<file path="config.mk">
export PLATFORM = sky130hd
export DESIGN_NAME = writeback_stage
export DESIGN_NICKNAME = d
export VERILOG_FILES = /design/src/rtl/ucrv32_pkg.sv /design/src/rtl/wb_skid_buffer.sv /design/src/rtl/writeback_stage.sv
export SDC_FILE = /design/constraint.sdc
export NUM_CORES = 1
export LEC_CHECK = 0
export ABC_AREA = 1
export BUFFER_PORTS_ARGS = -buffer_cell sky130_fd_sc_hd__buf_2
export CORE_ASPECT_RATIO = 0.6
export CORE_MARGIN = 3
export CORE_UTILIZATION = 30
export DETAILED_ROUTE_END_ITERATION = 8
export PLACE_DENSITY_LB_ADDON = 0.25
export SYNTH_ARGS = -nofsm -noshare
export SYNTH_HDL_FRONTEND = slang
export SYNTH_HIERARCHICAL = 1
export SYNTH_SLANG_ARGS = --single-unit
</file>
<file path="constraint.sdc">
create_clock -name clk_i -period 8.5 [get_ports clk_i]
set_clock_uncertainty 0.05 [all_clocks]
set_input_delay 1.7 -clock clk_i [delete_from_list [all_inputs] [get_ports clk_i]]
set_output_delay 1.7 -clock clk_i [all_outputs]
set_load 0.02 [all_outputs]
</file>
<file path="src/rtl/ucrv32_pkg.sv">
// Shared RV32 core types: word type, writeback source select, load funct3 codes and the writeback entry.
// Also provides the load-extraction helper that is used on the writeback path.
package ucrv32_pkg;

    typedef logic [31:0] word_t;

    typedef enum logic [1:0] {
        WB_ALU  = 2'd0,
        WB_LOAD = 2'd1,
        WB_PC4  = 2'd2,
        WB_CSR  = 2'd3
    } wb_sel_e;

    localparam logic [2:0] F3_LB  = 3'b000;
    localparam logic [2:0] F3_LH  = 3'b001;
    localparam logic [2:0] F3_LW  = 3'b010;
    localparam logic [2:0] F3_LBU = 3'b100;
    localparam logic [2:0] F3_LHU = 3'b101;

    typedef struct packed {
        logic [4:0] rd_addr;
        logic       rd_we;
        wb_sel_e    wb_sel;
        word_t      alu_result;
        word_t      pc;
        word_t      load_data;
        word_t      csr_data;
        logic [2:0] funct3;
        logic [1:0] addr_lo;
    } wb_entry_t;

    typedef struct packed {
        word_t data;
        logic  err;
    } load_res_t;

    // Unknown funct3 codes and misaligned halves/words flag err; data is then don't-care.
    function automatic load_res_t load_extract(input logic [2:0] funct3,
                                               input logic [1:0] addr_lo,
                                               input word_t      raw);
        load_res_t   res;
        logic [7:0]  b;
        logic [15:0] h;
        b        = raw[{addr_lo, 3'b000} +: 8];
        h        = addr_lo[1] ? raw[31:16] : raw[15:0];
        res.data = '0;
        res.err  = 1'b0;
        case (funct3)
            F3_LB:   res.data = {{24{b[7]}}, b};
            F3_LH:   begin res.data = {{16{h[15]}}, h}; res.err = addr_lo[0]; end
            F3_LW:   begin res.data = raw; res.err = (addr_lo != 2'b00); end
            F3_LBU:  res.data = {24'b0, b};
            F3_LHU:  begin res.data = {16'b0, h}; res.err = addr_lo[0]; end
            default: res.err = 1'b1;
        endcase
        return res;
    endfunction

endpackage

</file>
<file path="src/rtl/wb_skid_buffer.sv">
// Two-entry in-order FIFO with a registered ready (high while fewer than two entries are held).
// Latency: one edge from push to head; pop and push may share an edge, ready drops only when full.
module wb_skid_buffer #(
    parameter int W = 8
) (
    input  logic         clk,
    input  logic         n_rst,
    input  logic         in_valid,
    output logic         in_ready,
    input  logic [W-1:0] in_data,
    output logic         out_valid,
    input  logic         out_pop,
    output logic [W-1:0] out_data
);

    logic [W-1:0] mem [2];
    logic         rd_ptr;
    logic         wr_ptr;
    logic [1:0]   count;
    logic [1:0]   count_nxt;
    logic         push;
    logic         pop;

    assign push      = in_valid && in_ready;
    assign pop       = out_pop && (count != 2'd0);
    assign out_valid = (count != 2'd0);
    assign out_data  = mem[rd_ptr];

    always_comb begin
        count_nxt = count;
        if (push && !pop) begin
            count_nxt = count + 2'd1;
        end else if (pop && !push) begin
            count_nxt = count - 2'd1;
        end
    end

    always_ff @(posedge clk or negedge n_rst) begin
        if (!n_rst) begin
            count    <= 2'd0;
            rd_ptr   <= 1'b0;
            wr_ptr   <= 1'b0;
            in_ready <= 1'b0;
        end else begin
            count    <= count_nxt;
            in_ready <= (count_nxt != 2'd2);
            if (push) wr_ptr <= ~wr_ptr;
            if (pop)  rd_ptr <= ~rd_ptr;
        end
    end

    // Payload storage needs no reset: occupancy alone decides what is valid.
    always_ff @(posedge clk) begin
        if (push) mem[wr_ptr] <= in_data;
    end

endmodule

</file>
<file path="src/rtl/writeback_stage.sv">
// Writeback stage: buffers memory-stage results, forms the register write and counts retirements.
// Latency: accept at edge N, write port valid after edge N+1; stall_i freezes retire, input accepted until full.
module writeback_stage
    import ucrv32_pkg::*;
#(
    parameter int INSTRET_W = 64
) (
    input  logic                 clk_i,
    input  logic                 n_rst,
    input  logic                 in_valid_i,
    output logic                 in_ready_o,
    input  logic [4:0]           in_rd_addr_i,
    input  logic                 in_rd_we_i,
    input  logic [1:0]           in_wb_sel_i,
    input  logic [31:0]          in_alu_result_i,
    input  logic [31:0]          in_pc_i,
    input  logic [31:0]          in_load_data_i,
    input  logic [31:0]          in_csr_data_i,
    input  logic [2:0]           in_funct3_i,
    input  logic [1:0]           in_addr_lo_i,
    input  logic                 stall_i,
    output logic [4:0]           rd_addr_o,
    output logic [31:0]          wd_o,
    output logic                 we_o,
    output logic                 err_o,
    output logic [INSTRET_W-1:0] instret_o
);

    wb_entry_t in_entry;
    wb_entry_t head;
    logic      head_vld;
    logic      retire;
    load_res_t ld;
    word_t     wd_nxt;
    logic      err_nxt;
    logic      we_nxt;

    always_comb begin
        in_entry.rd_addr    = in_rd_addr_i;
        in_entry.rd_we      = in_rd_we_i;
        in_entry.wb_sel     = wb_sel_e'(in_wb_sel_i);
        in_entry.alu_result = in_alu_result_i;
        in_entry.pc         = in_pc_i;
        in_entry.load_data  = in_load_data_i;
        in_entry.csr_data   = in_csr_data_i;
        in_entry.funct3     = in_funct3_i;
        in_entry.addr_lo    = in_addr_lo_i;
    end

    wb_skid_buffer #(.W($bits(wb_entry_t))) u_fifo (
        .clk       (clk_i),
        .n_rst     (n_rst),
        .in_valid  (in_valid_i),
        .in_ready  (in_ready_o),
        .in_data   (in_entry),
        .out_valid (head_vld),
        .out_pop   (retire),
        .out_data  (head)
    );

    assign retire = head_vld && !stall_i;

    always_comb begin
        ld      = load_extract(head.funct3, head.addr_lo, head.load_data);
        wd_nxt  = head.alu_result;
        err_nxt = 1'b0;
        case (head.wb_sel)
            WB_ALU:  wd_nxt = head.alu_result;
            WB_LOAD: begin wd_nxt = ld.data; err_nxt = ld.err; end
            WB_PC4:  wd_nxt = head.pc + 32'd4;
            WB_CSR:  wd_nxt = head.csr_data;
            default: wd_nxt = head.alu_result;
        endcase
        // x0 writes and faulting loads still retire, they just never reach the register file.
        we_nxt = head.rd_we && (head.rd_addr != 5'd0) && !err_nxt;
    end

    always_ff @(posedge clk_i or negedge n_rst) begin
        if (!n_rst) begin
            rd_addr_o <= 5'd0;
            wd_o      <= 32'd0;
            we_o      <= 1'b0;
            err_o     <= 1'b0;
            instret_o <= '0;
        end else if (retire) begin
            rd_addr_o <= head.rd_addr;
            wd_o      <= wd_nxt;
            we_o      <= we_nxt;
            err_o     <= err_nxt;
            instret_o <= instret_o + 1'b1;
        end else begin
            we_o      <= 1'b0;
            err_o     <= 1'b0;
        end
    end

endmodule

</file>
# ---- Word-level counts from Yosys, hierarchy flattened
# Memory sizes are Yosys's and may differ from the RTL's.
# Index checks and enable logic that the tools add are counted.
dict set report word_totals {
  register_bits 108
  latch_bits 0
  ram_bits 282
  mem_bits_ro 0
  out_inout_bits 104
  memories 1
}
dict set report op_classes {
  n_addsub 4
  multipliers 0
  n_div 0
  magnitude_cmp 0
  n_eq_ne 8
  shift 1
  mux 11
  bitwise 2
  reduce_logical 18
}
# memory words word_bits read_ports rd_ports_with_merged_regs wr line
set mem_list {}
lappend mem_list {u_fifo.mem 2 141 1 0 1 wb_skid_buffer.sv:16} ;# logic [W-1:0] mem [2];
# operator count
set op_table {}
lappend op_table {{$pmux W32 S5} 1}
lappend op_table {{$pmux W32 S4} 1}
lappend op_table {{$add A64 B1 Y64 const B} 1}
lappend op_table {{$add A32 B3 Y32 const B} 1}
lappend op_table {{$shiftx A32 B6 Y8} 1}
lappend op_table {{$mux W16} 1}
lappend op_table {{$logic_and A1 B1 Y1} 7}
lappend op_table {{$eq A3 B3 Y1 const B} 2}
lappend op_table {{$mux W1} 5}
lappend op_table {{$reduce_bool A5 Y1} 1}
lappend op_table {{$eq A2 B2 Y1 const B} 2}
lappend op_table {{$logic_not A1 Y1} 4}
lappend op_table {{$mux W2} 2}
lappend op_table {{$reduce_bool A2 Y1} 2}
lappend op_table {{$reduce_or A2 Y1} 2}
lappend op_table {{$eq A3 B1 Y1 const B} 1}
lappend op_table {{$eq A3 B2 Y1 const B} 1}
lappend op_table {{$logic_not A3 Y1} 1}
lappend op_table {{$pmux W1 S3} 1}
lappend op_table {{$add A2 B1 Y2 const B} 1}
lappend op_table {{$eq A2 B1 Y1 const B} 1}
lappend op_table {{$logic_not A2 Y1} 1}
lappend op_table {{$ne A2 B2 Y1 const B} 1}
lappend op_table {{$not A1 Y1} 2}
lappend op_table {{$sub A2 B1 Y2 const B} 1}

# ---- Depth between registers and ports, before layout
# Gate-level depths: netlist of the first run.
# An unclocked memory read counts as a cell.
dict set report depth {
  depth_word 8
  mapped_depth 18
  ltp_nobuf 15
}

# ---- Hierarchy
# The synthesis of the first run kept the hierarchy.
# mod instances cells_each area_per_inst_um2
set modules_own_cells {}
lappend modules_own_cells {wb_skid_buffer 1 768 10546.4}
lappend modules_own_cells {writeback_stage 1 1375 8075.2}

# ---- Worst setup path after synthesis of the first run
# No wires, ideal clock.
dict set report synth_timing {
  path_kind {input-to-reg}
  startpoint {input port in_valid_i}
  endpoint {memory u_fifo/mem[0][0] (netlist bit), enable pin}
  arrival_time_ns 7.686
  t_required_ns 7.806
  setup_slack_ns 0.120
  stages 2
  n_path_buf 0
  cell_sequence {nand2_1 > nor2_1}
}
dict set report synth_via {
  elab_chain_cells 3
}
# element line
set synth_lines {}
lappend synth_lines {{from (decl)} writeback_stage.sv:10} ;# input logic in_valid_i,
lappend synth_lines {{$logic_and A1 B1 Y1} wb_skid_buffer.sv:24} ;# assign push = in_valid && in_ready;
lappend synth_lines {{$mux W1} wb_skid_buffer.sv:54} ;# if (push) mem[wr_ptr] <= in_data;
lappend synth_lines {{$mux W1 (implied by the code)} wb_skid_buffer.sv:54}
lappend synth_lines {{to (decl)} wb_skid_buffer.sv:16}
# Every way passes these cells.

==> metrics.md, run 1 <==
| Metric | Value |
|---|---|
| Status | `complete, no violations` |
| Unrepaired setup endpoints after global routing | `no` |
| Mapped cell area | `0.01862 sq mm` |
| Final total negative setup slack | `0 ns` |
| DRC | `0` |
| # rows | `70` |
| Die ar. | `0.06520 sq mm` |
| Synth Instances | `2,143` |
| Met2 wire length | `25.67 mm` |
| Max_cap viols | `0` |
| DR vias | `15,125` |
| Critical Path Start Type | `register` |
| Root Buffer Master | `clkbuf_16` |
| Worst VDD drop | `0.1431 mV` |
| Post-route cell area | `0.02201 sq mm` |
| Hold path start | `wd_o[7]` |
| Register area | `0.01117 sq mm` |
| Top cells by area, synth | `edfxtp_1 (45%), nand2_1 (21%), dfrtp_1 (15%)` |
| NumNets Final | `2,530` |
| Post-CTS setup buffers | `0` |
| PnR Total Power | `7.270 mW` |
| Core ar. | `0.06113 sq mm` |
| CTS tree | `done` |
| Power Density | `330.3 mW/mm^2` |
| H-tree Lvls | `2` |
| Distinct cells, synth | `40` |
| Via density | `4.667` |
| CTS resizes | `0` |
| Die outline width | `327.6 microns` |
| Cell taking the most area after synthesis | `edfxtp_1` |
| Fillers | `6,443` |
| Pin count of the biggest net entering global routing | `82` |
| CP dominant cell by count | `nand2_1` |
| Antenna violations before repair | `1` |
| First-pass GRT wire length | `92.40 mm` |
| Final setup vio count | `0` |
| Post-Syn Nets | `2,291` |
| Worst-Margin Slew | `0.9981 ns` |
| Dpl cell area | `0.02065 sq mm` |
| Chip height | `199.0 microns` |
| Final hold violation count | `0` |
| Worst min path class | `register to register` |
| Synth Warn # | `6` |
| Worst reg-to-reg setup slack | `4.50 ns` |
| Max Fanout on Critical Path | `78` |
| Dpl cells | `3,168` |
| Syn_area_per_cell | `8.690 sq um` |
| Starting density of the core | `30.46%` |
| Vias in the first global route | `14,330` |
| Layout Cells excl Fill | `3,241` |
| Hold worst-path end | `wd_o[7]` |
| Grt total ovfl | `0` |
| Worst r2r dst | `wd_o[20]` |
| Critical path type | `register to register` |
| Worst EP required | `8.94 ns` |
| Critical path, cell by cell | `buf_4 -> buf_4 -> nand2_1 -> nand2_1 -> inv_1 -> nand2_1 -> nand3_1 -> nand2_1 -> nand2_1 -> nand2_1 -> a21oi_1 -> nand2_1 -> nand2_1 -> nand2_1` |
| Met3 WL | `4.588 mm` |
| Initial DRC count | `1,430` |
| Fmax | `0.2499 GHz` |
| Final min period | `4.002 ns` |
| Worst slew margin | `33.39%` |
| Yosys reg bits | `390` |
| Share of cells above drive strength 1 | `15.26%` |
| Hold path depth | `2` |
| Metal-1 WL | `32.02 mm` |
| Worst R2R Path Depth | `14` |
| GPL Wtd Cong | `0.9483` |
| Top Metal Used | `met4` |
| Latest clock arrival within the worst-skew pair | `0.56 ns` |
| Detailed-placement wirelength estimate | `47.69 mm` |
| Clock Path Buffers | `3` |
| P_leak | `9.820 nW` |
| Routed WL | `63.35 mm` |
| Area of the multi-input gates | `0.006586 sq mm` |
| CP peak stage delay | `0.79 ns` |
| Slowest-stage cell, CP | `buf_4` |
| Slew Limit Fails | `0` |
| Sequential area share after synthesis | `59.99%` |
| I/O pins | `249` |
| Crit path DAT | `4.44 ns` |
| Crit share post-route | `47.08%` |
| Share of the synthesized area in the top cell type | `45.47%` |
| Hold buffers post-CTS | `0` |
| Synth-to-layout area growth | `18.20%` |
| GRT Total Usage | `19.10%` |
| Detailed Routing Iterations Pass 1 | `6` |
| CTS sink cnt | `390` |
| Clk slew on worst S/H paths | `0.07 ns` |
| Setup crit end kind | `register` |
| WL per Instance | `19.55 microns` |
| IO Port Bufs | `248` |
| Routed Antenna Nets | `0` |
| FF-to-FF Start | `u_fifo/rd_ptr` |
| CTS buffer count | `40` |
cells by family after synthesis:
group                      share of synthesized area [%]
AOI/OAI and AO/OA                                  2.358
xor gates and xnor gates                           1.881
adders and majority gates                         0.2016
and+or+nand+nor                                    30.79
DFF                                                59.99
buffers and inverters                              4.777
where the power goes:
part	switching (mW)	internal, mW	total (mW)	leakage [nW]
clock	0.770	1.07	1.84	0.664
combinational	2.09	0.664	2.75	5.12
sequential	0.179	2.50	2.68	4.03
stage by stage:
stage,worst slack [ns],utilization [%],hold slack (ns)
detailed placement,4.316,33.79,0.4098
CTS,4.521,36.00,0.4271
finish,4.498,36.00,0.4242
global placement,4.320,33.79,0.4141
global route,4.163,36.00,0.4552
floorplan,0.1203,-,0.4480
worst max-delay path by stage:
stage,from,end,cells after the start
2_1_floorplan,in_valid_i,u_fifo/mem[0][0],2
5_1_grt,u_fifo/rd_ptr,wd_o[18],14
4_1_cts,u_fifo/rd_ptr,wd_o[18],14
3_3_place_gp,in_valid_i,u_fifo/mem[0][18],4
6_report,u_fifo/rd_ptr,wd_o[20],14
3_5_place_dp,in_valid_i,u_fifo/mem[0][77],4
cell usage after synthesis:
master    instances
a21boi_0          1
a21oi_1          22
a221oi_1          1
and2_1            1
buf_1             1
buf_2            16
buf_4            12
buf_6             9
clkbuf_1         26
clkinv_1          2
dfrtp_1         108
edfxtp_1        282
ha_1              3
inv_1           126
inv_2             8
inv_4             1
nand2_1        1020
nand2_2           4
nand3_1          85
nand3_2           3
nand3_4           2
nand3b_1          5
nand3b_2          1
nand4_1          18
nand4_2           1
nor2_1          264
nor2_2            8
nor2_4            6
nor2_8            1
nor3_1            7
nor3_2            3
nor3_4            1
o211ai_1          4
o21a_1            1
o21ai_0          32
o21ai_1           8
o21bai_1          8
o31ai_1           2
xnor2_1          21
xor2_1           19
state kept, by name, indices dropped and copies added (netlist names):
| signal | count |
|---|---|
| u_fifo/mem | 282 |
| instret_o | 64 |
| wd_o | 32 |
| rd_addr_o | 5 |
| u_fifo/count | 2 |
| err_o | 1 |
| u_fifo/in_ready | 1 |
| u_fifo/rd_ptr | 1 |
| u_fifo/wr_ptr | 1 |
| we_o | 1 |
critical path, delay by kind of cell (launching register included):
| kind | cells | cell delay, ns |
|---|---|---|
| buf+inv | 3 | 1.39 |
| compound gates | 1 | 0.18 |
| flops | 1 | 0.54 |
| simple gates | 10 | 1.68 |
layout by cell type, fill, tap and decap left out, drive strengths merged, types with 8 or more instances in the layout:
cell type / synthesis / final
a21oi: 22 / 22
buf: 38 / 261
clkbuf: 26 / 49
clkinv: 2 / 18
dfrtp: 108 / 108
edfxtp: 282 / 282
inv: 135 / 135
nand2: 1024 / 1024
nand3: 90 / 90
nand4: 19 / 19
nor2: 279 / 279
nor3: 11 / 11
o21ai: 40 / 40
o21bai: 8 / 8
xnor2: 21 / 21
xor2: 19 / 19
routing by layer:
layer  vias to the layer above  global-route usage (%)
li1                       7310                       -
met1                      7274                   30.26
met2                       480                   26.77
met3                        61                   3.427
met4                         0                   4.075
met5                         -                       0
final cells by class:
type	count	area share (%)
sequential	390	50.77
multi-input combinational	1552	29.92
timing repair buffer	261	6.094
clock buffer	49	5.173
tap	828	4.707
inverter	137	2.348
clock inverter	23	0.9721
antenna	1	0.01137
Note: power is estimated with default switching activity, not from simulation.
==> inputs of run 2 (changes only) <==
- clock period: 8.5 -> 4 ns (I/O delays scaled with it)
==> metrics.md, run 2 (synthesis results as in run 1) <==
| Metric | Value |
|---|---|
| Slew Limit Fails | `0` |
| Post-CTS setup buffers | `0` |
| Starting density of the core | `30.46%` |
| Clock network power share | `25.8%` |
| Worst min path class | `primary input to asynchronous set/reset pin` |
| Worst path top cell family by delay | `simple AND/OR/NAND/NOR gates` |
| Hold buffers post-CTS | `0` |
| GRT Total Usage | `19.45%` |
| # rows | `70` |
| PnR Total Power | `15.81 mW` |
| Clk slew on worst S/H paths | `0.07 ns` |
| Max reg flops | `282` |
| Max_cap viols | `0` |
| Worst-Margin Slew | `0.9358 ns` |
| Final setup vio count | `0` |
| Post-layout util | `36.46%` |
| DRC | `0` |
| CP dominant cell by count | `nand2_1` |
| IO Port Bufs | `248` |
| Routed WL | `64.34 mm` |
| Chip height | `199.0 microns` |
| Critical path, cell by cell | `inv_4 -> buf_12 -> nand2_1 -> nand2_1 -> nand2_1 -> nor2_1 -> inv_1 -> nor2_1 -> nand2_1 -> nand3_1 -> nand3_1 -> nand2_1 -> nand2_1` |
| Fillers | `6,416` |
| First-pass GRT wire length | `94.03 mm` |
| Pin count of the biggest net entering global routing | `89` |
| Commonest non-fill, non-tap cell in the layout | `nand2_1` |
| Crit share post-route | `78.89%` |
| Root Buffer Master | `clkbuf_16` |
| Share of cells above drive strength 1 | `15.73%` |
| Sequential cell fraction of total power | `36.3%` |
| CTS buffer count | `42` |
| CTS sink cnt | `390` |
| Final hold violation count | `0` |
| Status | `complete, no violations` |
| P_int | `9.213 mW` |
| I/O pins | `249` |
| H-tree Lvls | `2` |
| Initial DRC count | `1,296` |
| Critical path type | `register to register` |
| Die ar. | `0.06520 sq mm` |
| Die outline width | `327.6 microns` |
| CP peak stage delay | `0.62 ns` |
| Comb power frac | `37.9%` |
| Final min period | `3.156 ns` |
| Unrepaired setup endpoints after global routing | `no` |
| Detailed-placement wirelength estimate | `48.51 mm` |
| Routed Antenna Nets | `0` |
| Sw Ratio | `41.74%` |
| Biggest register | `u_fifo/mem` |
| Detailed Routing Iterations Pass 1 | `7` |
| Sw power | `6.601 mW` |
| CTS tree | `done` |
| Buffers & Inverters on Critical Path | `3` |
| Worst VDD drop | `0.3469 mV` |
| Crit path DAT | `3.57 ns` |
| Commonest cells after routing, fill and taps aside | `nand2_1 (1,019), edfxtp_1 (282), nor2_1 (261)` |
| CTS resizes | `0` |
| Setup crit end kind | `register` |
| DR vias | `15,282` |
| Via density | `4.691` |
| P_leak | `9.927 nW` |
| Power Density | `709.5 mW/mm^2` |
| NumNets Final | `2,544` |
| Top Registers | `u_fifo/mem: 282 flops, instret_o: 64 flops, wd_o: 32 flops` |
| Core ar. | `0.06113 sq mm` |
| Antenna violations before repair | `1` |
| Vias in the first global route | `14,585` |
| Slowest-stage cell, CP | `dfrtp_4` |
| WL per Instance | `19.75 microns` |
| Critical Path Start Type | `register` |
| Fmax | `0.3169 GHz` |
| Grt total ovfl | `0` |
| Worst slew margin | `37.62%` |
| Worst EP required | `4.41 ns` |
| Latest clock arrival within the worst-skew pair | `0.58 ns` |
| Clock Path Buffers | `3` |
| Synth-to-layout area growth | `19.69%` |
| Max Fanout on Critical Path | `41` |
| Register area | `0.01117 sq mm` |
| GPL Wtd Cong | `0.9591` |
| Area of the multi-input gates | `0.006586 sq mm` |
[run 2: final timing paths]
| kind | from | end | slack [ns] | cells past startpoint |
|---|---|---|---|---|
| worst max-delay path | u_fifo/rd_ptr | wd_o[14] | 0.84 | 13 |
| worst min-delay path | n_rst | instret_o[46] | 0.24 | 1 |
| worst max register to register | u_fifo/rd_ptr | wd_o[14] | 0.84 | 13 |
| worst min register to register | wd_o[26] | wd_o[26] | 0.43 | 2 |
| max in group asynchronous | n_rst | instret_o[53] | 2.75 | 2 |
| min in group clk_i | in_alu_result_i[22] | u_fifo/mem[0][123] | 0.36 | 1 |
[run 2: final cells by class]
cell class	instances	share of cell area [%]
Clock inverter	26	1.342
Inverter	137	2.319
Multi-Input combinational cell	1552	29.55
Timing Repair Buffer	273	6.984
Antenna cell	1	0.01123
Sequential cell	390	50.14
Clock buffer	51	5.008
Tap cell	828	4.648
[run 2: per-stage QoR]
step / area [sq um] / setup slack [ns] / hold WS (ns) / TNS [ns] / instances
floorplan: 18630 / -1.113 / 0.4480 / -313.75 / 2143
global placement: 20870 / 0.7798 / 0.4123 / 0 / 3180
detailed placement: 20870 / 0.8611 / 0.4110 / 0 / 3180
CTS: 22290 / 0.8539 / 0.2974 / 0 / 3257
global route: 22290 / 0.5256 / 0.2958 / 0 / 3257
finish: 22290 / 0.8443 / 0.2383 / 0 / 3258
[run 2: power by group through the flow]
stage	Combinational [mW]	Clock, mW	Sequential, mW
6_report	5.99	4.08	5.74
5_1_grt	6.64	4.34	5.82
4_1_cts	6.00	4.18	5.74
3_5_place_dp	5.98	0	5.81
3_3_place_gp	5.97	0	5.81
2_1_floorplan	3.51	0	5.97
[run 2: metal layers]
| layer | up-vias | wire length [microns] | track usage (%) |
|---|---|---|---|
| met5 | - | 13 | 0 |
| met4 | 2 | 1226 | 3.892 |
| met3 | 72 | 5758 | 5.638 |
| met2 | 467 | 25270 | 26.51 |
| met1 | 7385 | 32070 | 30.15 |
| li1 | 7356 | - | - |
==> inputs of run 3 (changes only) <==
- ABC_AREA: 1 -> 0
- clock period: 4 -> 3 ns (I/O delays scaled with it)
==> metrics.md, run 3 <==
| Metric | Value |
|---|---|
| Max Fanout on Critical Path | `15` |
| Chip height | `190.1 microns` |
| DR vias | `10,884` |
| Routed Antenna Nets | `0` |
| PnR Total Power | `19.50 mW` |
| Sequential area share after synthesis | `65.89%` |
| Antenna violations before repair | `16` |
| Final hold violation count | `6` |
| Worst VDD drop | `0.4288 mV` |
| CTS buffer count | `40` |
| Synth top cells by count | `edfxtp_1 (282), dfrtp_1 (108), nand2_1 (85), mux2_4 (80), mux2_2 (71)` |
| Worst path top cell family by delay | `compound AO/OA/AOI/OAI gates` |
| Asr flop ratio synth | `27.69%` |
| Critical Path Start Type | `register` |
| Detailed Routing Iterations Pass 1 | `7` |
| Most frequent cell after synthesis | `edfxtp_1` |
| Layout Cells excl Fill | `2,219` |
| Buffers & Inverters on Critical Path | `3` |
| Crit path DAT | `3.20 ns` |
| I/O pins | `249` |
| GPL Wtd Cong | `0.8691` |
| P_leak | `8.263 nW` |
| Worst min path class | `primary input to asynchronous set/reset pin` |
| Initial DRC count | `1,080` |
| Root Buffer Master | `clkbuf_16` |
| Critical path type | `register to register` |
| Status | `complete, but fails checks` |
| Worst reg-to-reg setup slack | `0.20 ns` |
| Worst-Margin Slew | `0.6357 ns` |
| Post-Syn Nets | `1,292` |
| Slew Limit Fails | `0` |
| Unrepaired setup endpoints after global routing | `no` |
| Worst EP required | `3.40 ns` |
| Crit share post-route | `93.47%` |
| Failing checks | `negative hold slack` |
| Latest clock arrival within the worst-skew pair | `0.56 ns` |
| Clk slew on worst S/H paths | `0.07 ns` |
| Worst setup margin | `0.1959 ns` |
| Main synth FF type | `edfxtp_1` |
| First-pass GRT wire length | `71.44 mm` |
| Final setup vio count | `0` |
| H-tree Lvls | `2` |
| NumNets Final | `1,584` |
| Cell taking the most area after synthesis | `edfxtp_1` |
| Synth-to-layout area growth | `22.20%` |
| Mapped cell area | `0.01695 sq mm` |
| Worst slew margin | `57.32%` |
| Synth Instances | `1,144` |
| Detailed-placement wirelength estimate | `36.86 mm` |
| Slowest-stage cell, CP | `dfrtp_4` |
| Die ar. | `0.05949 sq mm` |
| Routed WL | `49.44 mm` |
| Hold slack | `-0.005772 ns` |
| Top cells by area, synth | `edfxtp_1 (50%), dfrtp_1 (16%), mux2_4 (7.1%)` |
| Pre-CTS WS | `0.1284 ns` |
| Final min period | `2.804 ns` |
| Commonest non-fill, non-tap cell in the layout | `edfxtp_1` |
| WL per Instance | `22.28 microns` |
| # rows | `66` |
| CP dominant cell by count | `buf_4` |
| Power Density | `941.4 mW/mm^2` |
| Top Registers | `u_fifo/mem: 282 flops, instret_o: 64 flops, wd_o: 32 flops` |
| Yosys reg bits | `390` |
| Max_cap viols | `0` |
| Commonest cells after routing, fill and taps aside | `edfxtp_1 (282), buf_2 (247), dfrtp_1 (107)` |
| Die outline width | `312.9 microns` |
| Synth Warn # | `6` |
| Fillers | `5,253` |
| Core ar. | `0.05500 sq mm` |
| Fmax | `0.3566 GHz` |
| Dpl cells | `2,138` |
| Max reg flops | `282` |
| GRT Total Usage | `16.15%` |
| Distinct cells, synth | `63` |
| CP peak stage delay | `0.52 ns` |
| Number of synthesized flops with an enable pin | `282` |
| Share of cells above drive strength 1 | `36.85%` |
| CTS tree | `done` |
| Biggest register | `u_fifo/mem` |
| Via density | `4.905` |
| Share of the synthesized area in the top cell type | `49.95%` |
| DRC | `0` |
| Vias in the first global route | `10,562` |
| Syn_area_per_cell | `14.82 sq um` |
| Clock Path Buffers | `3` |
| Area of the multi-input gates | `0.005459 sq mm` |
| Register area | `0.01117 sq mm` |
| Setup crit end kind | `register` |
| Pin count of the biggest net entering global routing | `80` |
| Grt total ovfl | `0` |
| CTS sink cnt | `390` |
| IO Port Bufs | `248` |
| Starting density of the core | `30.82%` |
| Critical path, cell by cell | `buf_16 -> mux2_2 -> buf_4 -> nor2b_1 -> o31ai_1 -> buf_4 -> a221oi_1 -> o21ai_0 -> a22o_1` |
## run 3: cell count changes after synthesis, moves of 17 or more
cell     delta
inv_1     -109
nand3_1    -50
nand2_1   -935
mux2_2     +71
a22oi_1    +20
xor2_1     +19
mux2_4     +80
nor2_1    -222
nor3_1     +19
xnor2_1    +21
nor4_1     +17
## run 3: worst paths after layout
path | startpoint | endpoint | depth (start not counted)
worst max-delay path | u_fifo/rd_ptr | wd_o[2] | 9
worst min-delay path | n_rst | instret_o[1] | 1
worst max register to register | u_fifo/rd_ptr | wd_o[2] | 9
worst min register to register | rd_addr_o[2] | rd_addr_o[2] | 2
max in group asynchronous | n_rst | instret_o[54] | 2
min in group clk_i | in_alu_result_i[0] | u_fifo/mem[0][101] | 1
## run 3: kinds of logic (layout without fill, tap and decap cells)
group / count (synthesis) / in the layout / synth area share (%)
AOI/OAI and AO/OA: 165 / 165 / 6.480
other: 0 / 3 / 0
adders and majority gates: 3 / 3 / 0.2214
and+or+nand+nor: 284 / 284 / 9.196
DFF: 390 / 390 / 65.89
muxes: 152 / 152 / 11.86
xor gates and xnor gates: 81 / 81 / 4.229
buffers and inverters: 69 / 393 / 2.118
## run 3: metal layers
layer	GRT usage [%]	wire [microns]	vias to the layer above
met5	0	143	-
met4	3.420	846	22
met3	5.161	4541	80
met2	22.85	20600	355
met1	24.00	23300	5460
li1	-	-	4967
## run 3: worst register-to-register path, delay by kind of cell (launching register included)
kind | cells | cell delay [ns]
AO/OA/AOI/OAI | 4 | 0.97
buffers and inverters | 3 | 0.54
flip-flops | 1 | 0.52
multiplexers | 1 | 0.43
AND/OR/NAND/NOR | 1 | 0.18
## run 3: power by group
part	switching, mW	total (mW)	internal [mW]
Sequential	0.438	7.52	7.08
Clock	2.12	4.97	2.85
Combinational	4.20	7.01	2.81
Total	6.76	19.5	12.7
## run 3: layout make-up
cell class,instances,share of cell area (%)
Multi-Input combinational cell,685,26.35
Timing Repair Buffer,302,8.564
Sequential cell,390,53.94
Tap cell,748,4.518
Inverter,17,0.3080
Clock inverter,18,0.7610
Clock buffer,56,5.520
Antenna cell,3,0.03624
## run 3: through the flow
step / utilization [%] / instance area (sq um) / TNS, ns / hold slack (ns)
2_1_floorplan: - / 16980 / -34.93 / 0.2544
3_3_place_gp: 35.18 / 19350 / 0 / 0.4046
3_5_place_dp: 35.18 / 19350 / 0 / 0.4086
4_1_cts: 37.54 / 20650 / 0 / 0.005704
5_1_grt: 37.66 / 20710 / 0 / 0.01100
6_report: 37.67 / 20720 / 0 / -0.005772
## run 3: repair_timing
item,CTS,global route
resized for setup,0,3
endpoints found under the setup margin,0,1
buffers inserted,0,3
endpoints found under the hold margin,0,0
hold buffers,0,0
